## src/rtl/vga_pmod_pkg.sv

```systemverilog
`default_nettype none
// ============================================================================
// Module : vga_pmod_pkg
// Brief  : Shared constants for the Tiny VGA PMOD output stage: Bayer matrix,
//          PMOD byte bit positions and the idle (syncs high, black) byte.
// Rev    : 1.0  initial release
// ============================================================================
package vga_pmod_pkg;

    // 4x4 ordered-dither matrix, row-major: index = {y, x}
    localparam logic [3:0] BAYER4 [16] = '{
        4'd0,  4'd8,  4'd2,  4'd10,
        4'd12, 4'd4,  4'd14, 4'd6,
        4'd3,  4'd11, 4'd1,  4'd9,
        4'd15, 4'd7,  4'd13, 4'd5
    };

    localparam int PMOD_HS    = 7;
    localparam int PMOD_VS    = 3;
    localparam int PMOD_R_MSB = 0;
    localparam int PMOD_G_MSB = 1;
    localparam int PMOD_B_MSB = 2;
    localparam int PMOD_R_LSB = 4;
    localparam int PMOD_G_LSB = 5;
    localparam int PMOD_B_LSB = 6;

    localparam logic [7:0] PMOD_IDLE = 8'h88;

    function automatic logic [3:0] bayer_threshold(input logic [1:0] y, input logic [1:0] x);
        return BAYER4[{y, x}];
    endfunction

endpackage
`default_nettype wire

```

## src/rtl/vga_pmod_out_if.sv

```systemverilog
`default_nettype none
// ============================================================================
// Module : vga_pmod_out_if
// Brief  : Renderer-to-PMOD bundle: wide RGB, syncs, position, controls and
//          the packed PMOD byte / frame counter coming back.
// Rev    : 1.0  initial release
// ============================================================================
interface vga_pmod_out_if #(
    parameter int IN_BPC     = 6,
    parameter int FRAME_BITS = 2
);
    logic [IN_BPC-1:0]     i_r;
    logic [IN_BPC-1:0]     i_g;
    logic [IN_BPC-1:0]     i_b;
    logic                  i_hsync_n;
    logic                  i_vsync_n;
    logic                  i_blank;
    logic [9:0]            i_hpos;
    logic [9:0]            i_vpos;
    logic                  i_dither_en;
    logic                  i_reg;
    logic                  i_pattern_en;
    logic [7:0]            o_pmod;
    logic [FRAME_BITS-1:0] o_frame;

    modport master (
        output i_r, i_g, i_b, i_hsync_n, i_vsync_n, i_blank,
        output i_hpos, i_vpos, i_dither_en, i_reg, i_pattern_en,
        input  o_pmod, o_frame
    );

    modport slave (
        input  i_r, i_g, i_b, i_hsync_n, i_vsync_n, i_blank,
        input  i_hpos, i_vpos, i_dither_en, i_reg, i_pattern_en,
        output o_pmod, o_frame
    );
endinterface
`default_nettype wire

```

## src/rtl/vga_dither_quant.sv

```systemverilog
`default_nettype none
// ============================================================================
// Module : vga_dither_quant
// Brief  : One colour channel, IN_BPC bits -> 2 bits, with optional ordered
//          dither against a 4-bit threshold. Purely combinational.
// Rev    : 1.0  initial release
// ============================================================================
module vga_dither_quant
    import vga_pmod_pkg::*;
#(
    parameter int IN_BPC = 6
) (
    input  logic [IN_BPC-1:0] c,
    input  logic [3:0]        t,
    input  logic              en,
    output logic [1:0]        q
);
    logic [1:0] base;
    logic [3:0] e;

    assign base = c[IN_BPC-1 -: 2];

    // Residual is left-aligned to 4 bits so it compares directly with t
    generate
        if (IN_BPC == 2) begin : g_no_res
            assign e = 4'd0;
        end else if (IN_BPC >= 6) begin : g_trunc_res
            assign e = c[IN_BPC-3 -: 4];
            if (IN_BPC > 6) begin : g_drop_lsbs
                logic unused_res_lsbs;
                assign unused_res_lsbs = ^c[IN_BPC-7:0];
            end
        end else begin : g_pad_res
            assign e = {c[IN_BPC-3:0], {(6-IN_BPC){1'b0}}};
        end
    endgenerate

    always_comb begin
        q = base;
        if (en && (e > t) && (base != 2'd3)) begin
            q = base + 2'd1;
        end
    end

endmodule
`default_nettype wire

```

## src/rtl/vga_pmod_out.sv

```systemverilog
`default_nettype none
// ============================================================================
// Module : vga_pmod_out
// Brief  : Dithered 2-bit-per-channel VGA output stage for the Tiny VGA PMOD,
//          with blanking, matched delay pipeline and runtime bypass.
//          Optional colour-bar generator: define VGA_PMOD_OUT_PATTERN_EN.
// Rev    : 1.0  initial release
// ============================================================================
module vga_pmod_out
    import vga_pmod_pkg::*;
#(
    parameter int IN_BPC      = 6,
    parameter int PIPE_STAGES = 1,
    parameter int FRAME_BITS  = 2
) (
    input  logic             clk,
    input  logic             rst_n,
    vga_pmod_out_if.slave    bus
);
    logic [FRAME_BITS-1:0] frame;
    logic                  prev_vsync_n;
    logic [IN_BPC-1:0]     src_r;
    logic [IN_BPC-1:0]     src_g;
    logic [IN_BPC-1:0]     src_b;
    logic [1:0]            dither_x;
    logic [3:0]            threshold;
    logic [1:0]            q_r;
    logic [1:0]            q_g;
    logic [1:0]            q_b;
    logic [7:0]            stage0;
    logic [7:0]            delayed;
    logic                  unused_pos;

    always_ff @(posedge clk) begin
        if (!rst_n) begin
            frame        <= '0;
            prev_vsync_n <= 1'b1;
        end else begin
            prev_vsync_n <= bus.i_vsync_n;
            if (prev_vsync_n && !bus.i_vsync_n) begin
                frame <= frame + 1'b1;
            end
        end
    end

    assign bus.o_frame = frame;

`ifdef VGA_PMOD_OUT_PATTERN_EN
    logic [2:0] bar;
    assign bar   = bus.i_hpos[9:7];
    assign src_r = bus.i_pattern_en ? {IN_BPC{bar[0]}} : bus.i_r;
    assign src_g = bus.i_pattern_en ? {IN_BPC{bar[1]}} : bus.i_g;
    assign src_b = bus.i_pattern_en ? {IN_BPC{bar[2]}} : bus.i_b;
`else
    logic unused_pattern_en;
    assign unused_pattern_en = bus.i_pattern_en;
    assign src_r = bus.i_r;
    assign src_g = bus.i_g;
    assign src_b = bus.i_b;
`endif

    assign unused_pos = ^{bus.i_hpos[9:2], bus.i_vpos[9:2]};

    // Frame count slides the matrix horizontally so the pattern crawls over time
    assign dither_x  = bus.i_hpos[1:0] + frame[1:0];
    assign threshold = bayer_threshold(bus.i_vpos[1:0], dither_x);

    vga_dither_quant #(.IN_BPC(IN_BPC)) u_quant_r (
        .c  (src_r),
        .t  (threshold),
        .en (bus.i_dither_en),
        .q  (q_r)
    );

    vga_dither_quant #(.IN_BPC(IN_BPC)) u_quant_g (
        .c  (src_g),
        .t  (threshold),
        .en (bus.i_dither_en),
        .q  (q_g)
    );

    vga_dither_quant #(.IN_BPC(IN_BPC)) u_quant_b (
        .c  (src_b),
        .t  (threshold),
        .en (bus.i_dither_en),
        .q  (q_b)
    );

    always_comb begin
        stage0          = 8'h00;
        stage0[PMOD_HS] = bus.i_hsync_n;
        stage0[PMOD_VS] = bus.i_vsync_n;
        if (!bus.i_blank) begin
            stage0[PMOD_R_MSB] = q_r[1];
            stage0[PMOD_G_MSB] = q_g[1];
            stage0[PMOD_B_MSB] = q_b[1];
            stage0[PMOD_R_LSB] = q_r[0];
            stage0[PMOD_G_LSB] = q_g[0];
            stage0[PMOD_B_LSB] = q_b[0];
        end
    end

    // Whole byte travels together, so syncs and colour cannot skew
    generate
        if (PIPE_STAGES > 0) begin : g_pipe
            logic [7:0] pipe [PIPE_STAGES];

            always_ff @(posedge clk) begin
                if (!rst_n) begin
                    for (int i = 0; i < PIPE_STAGES; i++) begin
                        pipe[i] <= PMOD_IDLE;
                    end
                end else begin
                    pipe[0] <= stage0;
                    for (int i = 1; i < PIPE_STAGES; i++) begin
                        pipe[i] <= pipe[i-1];
                    end
                end
            end

            assign delayed = pipe[PIPE_STAGES-1];
        end else begin : g_no_pipe
            assign delayed = stage0;
        end
    endgenerate

    assign bus.o_pmod = bus.i_reg ? delayed : stage0;

endmodule
`default_nettype wire

```

## src/flat_wrapper.sv

```systemverilog
// flat-port wrapper written by rule: the top's interface ports become plain ports
module vga_pmod_out_flat import vga_pmod_pkg::*;
#(
    parameter int IN_BPC      = 6,
    parameter int PIPE_STAGES = 1,
    parameter int FRAME_BITS  = 2
)
  (clk, rst_n, bus_i_r, bus_i_g, bus_i_b, bus_i_hsync_n, bus_i_vsync_n, bus_i_blank, bus_i_hpos, bus_i_vpos, bus_i_dither_en, bus_i_reg, bus_i_pattern_en, bus_o_pmod, bus_o_frame);
  vga_pmod_out_if #(.IN_BPC(IN_BPC), .FRAME_BITS(FRAME_BITS)) bus_i ();
  input  logic clk;
  input  logic rst_n;
  input wire logic [$bits(bus_i.i_r)-1:0] bus_i_r;
  input wire logic [$bits(bus_i.i_g)-1:0] bus_i_g;
  input wire logic [$bits(bus_i.i_b)-1:0] bus_i_b;
  input wire logic [$bits(bus_i.i_hsync_n)-1:0] bus_i_hsync_n;
  input wire logic [$bits(bus_i.i_vsync_n)-1:0] bus_i_vsync_n;
  input wire logic [$bits(bus_i.i_blank)-1:0] bus_i_blank;
  input wire logic [$bits(bus_i.i_hpos)-1:0] bus_i_hpos;
  input wire logic [$bits(bus_i.i_vpos)-1:0] bus_i_vpos;
  input wire logic [$bits(bus_i.i_dither_en)-1:0] bus_i_dither_en;
  input wire logic [$bits(bus_i.i_reg)-1:0] bus_i_reg;
  input wire logic [$bits(bus_i.i_pattern_en)-1:0] bus_i_pattern_en;
  output wire logic [$bits(bus_i.o_pmod)-1:0] bus_o_pmod;
  output wire logic [$bits(bus_i.o_frame)-1:0] bus_o_frame;
  assign bus_i.i_r = bus_i_r;
  assign bus_i.i_g = bus_i_g;
  assign bus_i.i_b = bus_i_b;
  assign bus_i.i_hsync_n = bus_i_hsync_n;
  assign bus_i.i_vsync_n = bus_i_vsync_n;
  assign bus_i.i_blank = bus_i_blank;
  assign bus_i.i_hpos = bus_i_hpos;
  assign bus_i.i_vpos = bus_i_vpos;
  assign bus_i.i_dither_en = bus_i_dither_en;
  assign bus_i.i_reg = bus_i_reg;
  assign bus_i.i_pattern_en = bus_i_pattern_en;
  assign bus_o_pmod = bus_i.o_pmod;
  assign bus_o_frame = bus_i.o_frame;
  vga_pmod_out #(.IN_BPC(IN_BPC), .PIPE_STAGES(PIPE_STAGES), .FRAME_BITS(FRAME_BITS)) u_core (.clk(clk), .rst_n(rst_n), .bus(bus_i));
endmodule
```

## config.mk

```make
export PLATFORM = sky130hd
export DESIGN_NAME = vga_pmod_out_flat
export DESIGN_NICKNAME = d
export VERILOG_FILES = /design/src/rtl/vga_pmod_pkg.sv /design/src/rtl/vga_pmod_out_if.sv /design/src/rtl/vga_dither_quant.sv /design/src/rtl/vga_pmod_out.sv /design/src/flat_wrapper.sv
export SDC_FILE = /design/constraint.sdc
export NUM_CORES = 1
export LEC_CHECK = 0
export CORE_MARGIN = 2
export CORE_UTILIZATION = 37
export CTS_BUF_LIST = sky130_fd_sc_hd__clkbuf_2 sky130_fd_sc_hd__clkbuf_4 sky130_fd_sc_hd__clkbuf_8
export DETAILED_ROUTE_END_ITERATION = 16
export PLACE_DENSITY_LB_ADDON = 0.1
export SLEW_MARGIN = 20
export SYNTH_ARGS = -nofsm -noshare
export SYNTH_HDL_FRONTEND = slang
export SYNTH_SLANG_ARGS = --single-unit
```

## constraint.sdc

```tcl
create_clock -name clk -period 3.6 [get_ports clk]
set_clock_uncertainty 0.05 [all_clocks]
set_input_delay 0.72 -clock clk [delete_from_list [all_inputs] [get_ports clk]]
set_output_delay 0.72 -clock clk [all_outputs]
set_load 0.005 [all_outputs]
```

# Word-level counts from Yosys, hierarchy flattened
# Memories as Yosys holds them, arrays and structs flattened.
# Index checks and enable logic that the tools add are counted.
word_totals:
  regBits: 3
  latch_bits: 0
  mem_bits_rw: 8
  rom_bits: 64
  input_bits: 46
  output_inout_bits: 10
  word_cells: 38
  mem_count: 2
classes:
  add_sub_neg: 5
  multipliers: 0
  div: 0
  magnitude_cmp: 4
  eq_ne: 3
  n_shift: 0
  n_mux: 12
  n_bitwise: 1
  reduce_logical: 9
memory_table:
  columns: ["name", "words", "word_bits", "rd", "rd_ports_with_merged_regs", "write_ports", "line", "rtl"]
  rows:
  - ["(name not given)", 16, 4, 1, 0, 0, "vga_pmod_pkg.sv:30", "return BAYER4[{y, x}];"]
  - ["u_core.g_pipe.pipe", 1, 8, 1, 0, 1, "vga_pmod_out.sv:106", "logic [7:0] pipe [PIPE_STAGES];"]
ops:
  columns: ["operator", "count"]
  rows:
  - ["8-bit 2-to-1 mux", 2]
  - ["4-bit > comparator", 3]
  - ["2-bit by 1-bit adder with 2-bit output (second input constant)", 4]
  - ["4-bit 2-to-1 mux", 2]
  - ["8-bit OR reduction", 1]
  - ["1-bit logical AND", 7]
  - ["2-bit 2-to-1 mux", 3]
  - ["3-bit 2-to-1 mux", 2]
  - ["2-bit != test (second input constant)", 3]
  - ["5-bit >= comparator (second input constant)", 1]
  - ["4-bit NOT with 5-bit output", 1]
  - ["1-bit 2-to-1 mux", 3]
  - ["2-bit adder", 1]
  - ["1-bit logical NOT", 1]

# Longest topological paths before layout
depth:
  word_depth: 11
  depth_mapped: 8
  depth_no_buf: 8

# By module
# Synthesis repeated with hierarchy kept, for this count alone.
hier_totals:
  cells_unflattened: 102
  area_unflattened_um2: 888.4
by_module_without_submodules:
  columns: ["module", "n_inst", "cells_each", "area_each_um2", "seq_area_each_um2"]
  rows:
  - ["vga_pmod_out", 1, 51, 445.4, 200.2]
  - ["vga_dither_quant", 3, 17, 147.6, 0.0]

# Worst setup path before layout
# OpenSTA, ideal clock, no wires.
synth_path:
  path_type: "input to output"
  start: "input bus_i_hpos[0]"
  end: "output bus_o_pmod[0]"
  t_arrival_ps: 2779
  required_time_ps: 2830
  path_slack_ps: 51
  stages: 8
  path_buffers: 0
  path_cell_list: "ha_1 > xnor2_1 > ha_1 > and4_1 > a211oi_1 > mux2i_1 > or3_1 > a221o_1"
synth_via:
  elab_chain_cells: 11
synth_lines:
  columns: ["element", "line", "rtl"]
  rows:
  - ["start: declaration", "flat_wrapper.sv:18", "input wire logic [$bits(bus_i.i_hpos)-1:0] bus_i_hpos;"]
  - ["2-bit adder", "vga_pmod_out.sv:65", "assign dither_x = bus.i_hpos[1:0] + frame[1:0];"]
  - ["4-bit NOT with 5-bit output (implied by the code)", "vga_pmod_pkg.sv:30", null]
  - ["memory 16 x 4 bit", null, null]
  - ["4-bit 2-to-1 mux (implied by the code) (2 in series)", "vga_pmod_pkg.sv:30", null]
  - ["4-bit > comparator", "vga_dither_quant.sv:40", "if (en && (e > t) && (base != 2'd3)) begin"]
  - ["1-bit logical AND (2 in series)", "vga_dither_quant.sv:40", null]
  - ["2-bit 2-to-1 mux", "vga_dither_quant.sv:40", null]
  - ["3-bit 2-to-1 mux", "vga_pmod_out.sv:93", "if (!bus.i_blank) begin"]
  - ["8-bit 2-to-1 mux", "vga_pmod_out.sv:127", "assign bus.o_pmod = bus.i_reg ? delayed : stage0;"]
  - ["end: declaration", "flat_wrapper.sv:23", "output wire logic [$bits(bus_i.o_pmod)-1:0] bus_o_pmod;"]
# Every way passes these cells. The select of a mux whose other input is x is not followed.

# Worst setup path in the final report
# Ends and elaborated chain as after synthesis.

==> flow_summary.json <==
{
  "power_w": 0.000585,
  "worstMarginPinSlew_ns": 0.552,
  "drv_cap": 0,
  "wire_per_inst_um": 14.2,
  "max_freq_mhz": 281,
  "synth.top_cells.by_area": "dfxtp_1, ha_1, a21oi_1",
  "rows": 19,
  "worst_slack_ns": 0.0378,
  "htree_levels": 1,
  "cp-start-kind": "input pin",
  "cp.required_ns": 2.83,
  "io_buffers": 38,
  "clkSinkCount": 10,
  "gr-total-overflow": 0,
  "die_h_um": 57.6,
  "synthCells": 128,
  "slew_headroom": 0.631,
  "cts_tree": "yes",
  "fin_nets": 255,
  "synth_compound_area_frac": 0.269,
  "drt_iter0_markers": 65,
  "grt_pass1_vias": 1254,
  "area_delta_synth_final_pct": 74.1,
  "muxShareOfSynthArea": 0.0505,
  "rsz0062_at_grt": "true",
  "status": "complete, no violations",
  "ctsHoldBuffers": 0,
  "vias_per_cell": 5.70,
  "synth_top_area_cell": "dfxtp_1",
  "path_class": "in -> out",
  "avgSynthCellArea_um2": 8.32,
  "clk_latency_ns": 0.27,
  "period_share": 0.990,
  "synth_top_family_by_area": "compound AO/OA/AOI/OAI gates",
  "synthXorXnorAreaFrac": 0.0564,
  "vdd_ir_drop_max_mv": 0.268,
  "netlist.area_leader.share": 0.188,
  "slew_violations": 0,
  "crit_fanout": 2,
  "io_pins": 56,
  "wl_um": 3200,
  "yosys_warnings": 0,
  "track_usage": 0.204,
  "via_count": 1289,
  "crit_path_end_kind": "primary output",
  "die_w_um": 57.6,
  "dpl.hpwl_um": 2480,
  "async_flop_share": 0,
  "pre_cts_slack_ns": -0.781,
  "grt_max_degree": 8,
  "start_util": 0.389,
  "synth_simple_gate_area_share": 0.251,
  "synth_edf_count": 0,
  "seq_area_frac_synth": 0.188,
  "yosysMostFrequentCell": "ha_1",
  "drive_above_1_share": 0.297,
  "hold_viol": 0,
  "ys_types": 41,
  "core_um2": 2730,
  "ys_ff_latch": 10,
  "grt_pass1_wl_um": 5380,
  "nFillCells": 228,
  "antenna_left": 0,
  "finalSetupViolations": 0,
  "cts-buffers-inserted": 3,
  "dr.pass1.iters": 4,
  "clockBufferDepth": 2,
  "syn_area_um2": 1060,
  "drc": 0,
  "ys_top_cells_by_count": "ha_1, a21oi_1, dfxtp_1",
  "antenna_found_initial": 0,
  "hp-class": "reg -> reg",
  "synth_nets": 187,
  "gp_congestion": 0.867,
  "worstPathArrival_ns": 2.79,
  "synth_fa_ha_area_frac": 0.153,
  "cts-root-buf": "clkbuf_4",
  "leakagePower_nw": 0.777,
  "synth_flop_cell": "dfxtp_1",
  "die_area_um2": 3320,
  "clkSlewWorstSetupHoldPaths_ns": 0.07,
  "p_per_area_nw_per_um2": 316,
  "period_minus_slack_ns": 3.56,
  "n_antenna_cell": 0
}
[layout make-up]
type	instances	area, µm²	area share
flip-flops and latches	10	200	0.108
multi-input cells	109	985	0.531
well taps	31	38.8	0.0209
clock buffers	4	36.3	0.0196
inverters	8	30.0	0.0162
repair buffers	64	564	0.304
[placed cells by master (no fill, tap or decap), drive strengths merged, types with 3 or more instances in the layout]
cell / n
o31ai: 6
inv: 8
ha: 13
or3: 3
o211ai: 3
a21oi: 10
nand2: 7
mux2: 3
buf: 29
a21o: 5
dfxtp: 10
o311ai: 4
clkbuf: 6
clkdlybuf4s50: 28
a221o: 3
xnor2: 4
and2: 3
nor2: 4
nand3: 3
or4: 3
nand2b: 8
[registers in the layout, summed over array words and instances (netlist names)]
name                cells
u_core.g_pipe.pipe      8
u_core.bus.o_frame      2
[worst paths after layout]
check / endpoint / start / depth (start not counted) / slack (ns)
min reg2reg: u_core.bus.o_frame[1]$_SDFFE_PN0P_ / u_core.bus.o_frame[1]$_SDFFE_PN0P_ / 2 / 0.59
min: u_core.bus.o_frame[1]$_SDFFE_PN0P_ / u_core.bus.o_frame[1]$_SDFFE_PN0P_ / 2 / 0.59
max: bus_o_pmod[0] / bus_i_hpos[0] / 10 / 0.04
max reg2reg: u_core.g_pipe.pipe[0][5]$_SDFF_PN0_ / u_core.bus.o_frame[0]$_SDFFE_PN0P_ / 11 / 0.97
[cells by family (layout without fill, tap and decap cells)]
kind of cell               after synthesis  after routing
AOI/OAI and AO/OA                       40             40
xor gates and xnor gates                 6              6
adders and majority gates               13             13
buffers and inverters                    9             76
DFF                                     10             10
muxes                                    5              5
and+or+nand+nor                         45             45
[report_power, final]
group	internal, W	switching, W	total, W
clock network	0.0000615	0.0000417	0.000103
logic	0.000201	0.000160	0.000360
registers	0.000118	0.00000368	0.000122
total	0.000380	0.000205	0.000585
[layer usage]
layer	part of all wire	wire (µm)	track usage
met3	0.055	176	0.0469
met2	0.49	1560	0.354
met4	0.0097	31	0.0432
met1	0.45	1430	0.259
met5	0	0	0
[critical path, stage by stage]
cell	delay, ns
buf_8	0.10
ha_4	0.25
xnor2_4	0.19
ha_4	0.22
and4_1	0.18
a211oi_2	0.18
mux2i_1	0.12
or3_1	0.40
a221o_1	0.30
buf_2	0.13
[stage by stage]
step	TNS, ns	util	cells	hold WS, ns	cell area, µm²
2_1_floorplan	0	-	128	0.543	1060
3_3_place_gp	-3.91	0.605	219	0.549	1650
3_5_place_dp	-4.10	0.605	219	0.587	1650
4_1_cts	-0.00974	0.661	226	0.602	1810
5_1_grt	-0.103	0.678	226	0.636	1850
6_report	0	0.678	226	0.589	1850
[repair_timing]
item | in CTS | in global routing
endpoints found under the setup margin | 6 | 6
pin swaps | 13 | 12
resized for setup | 38 | 15
endpoints found under the hold margin | 0 | 0
setup buffers | 3 | 0
(Power assumes the default switching activity.)
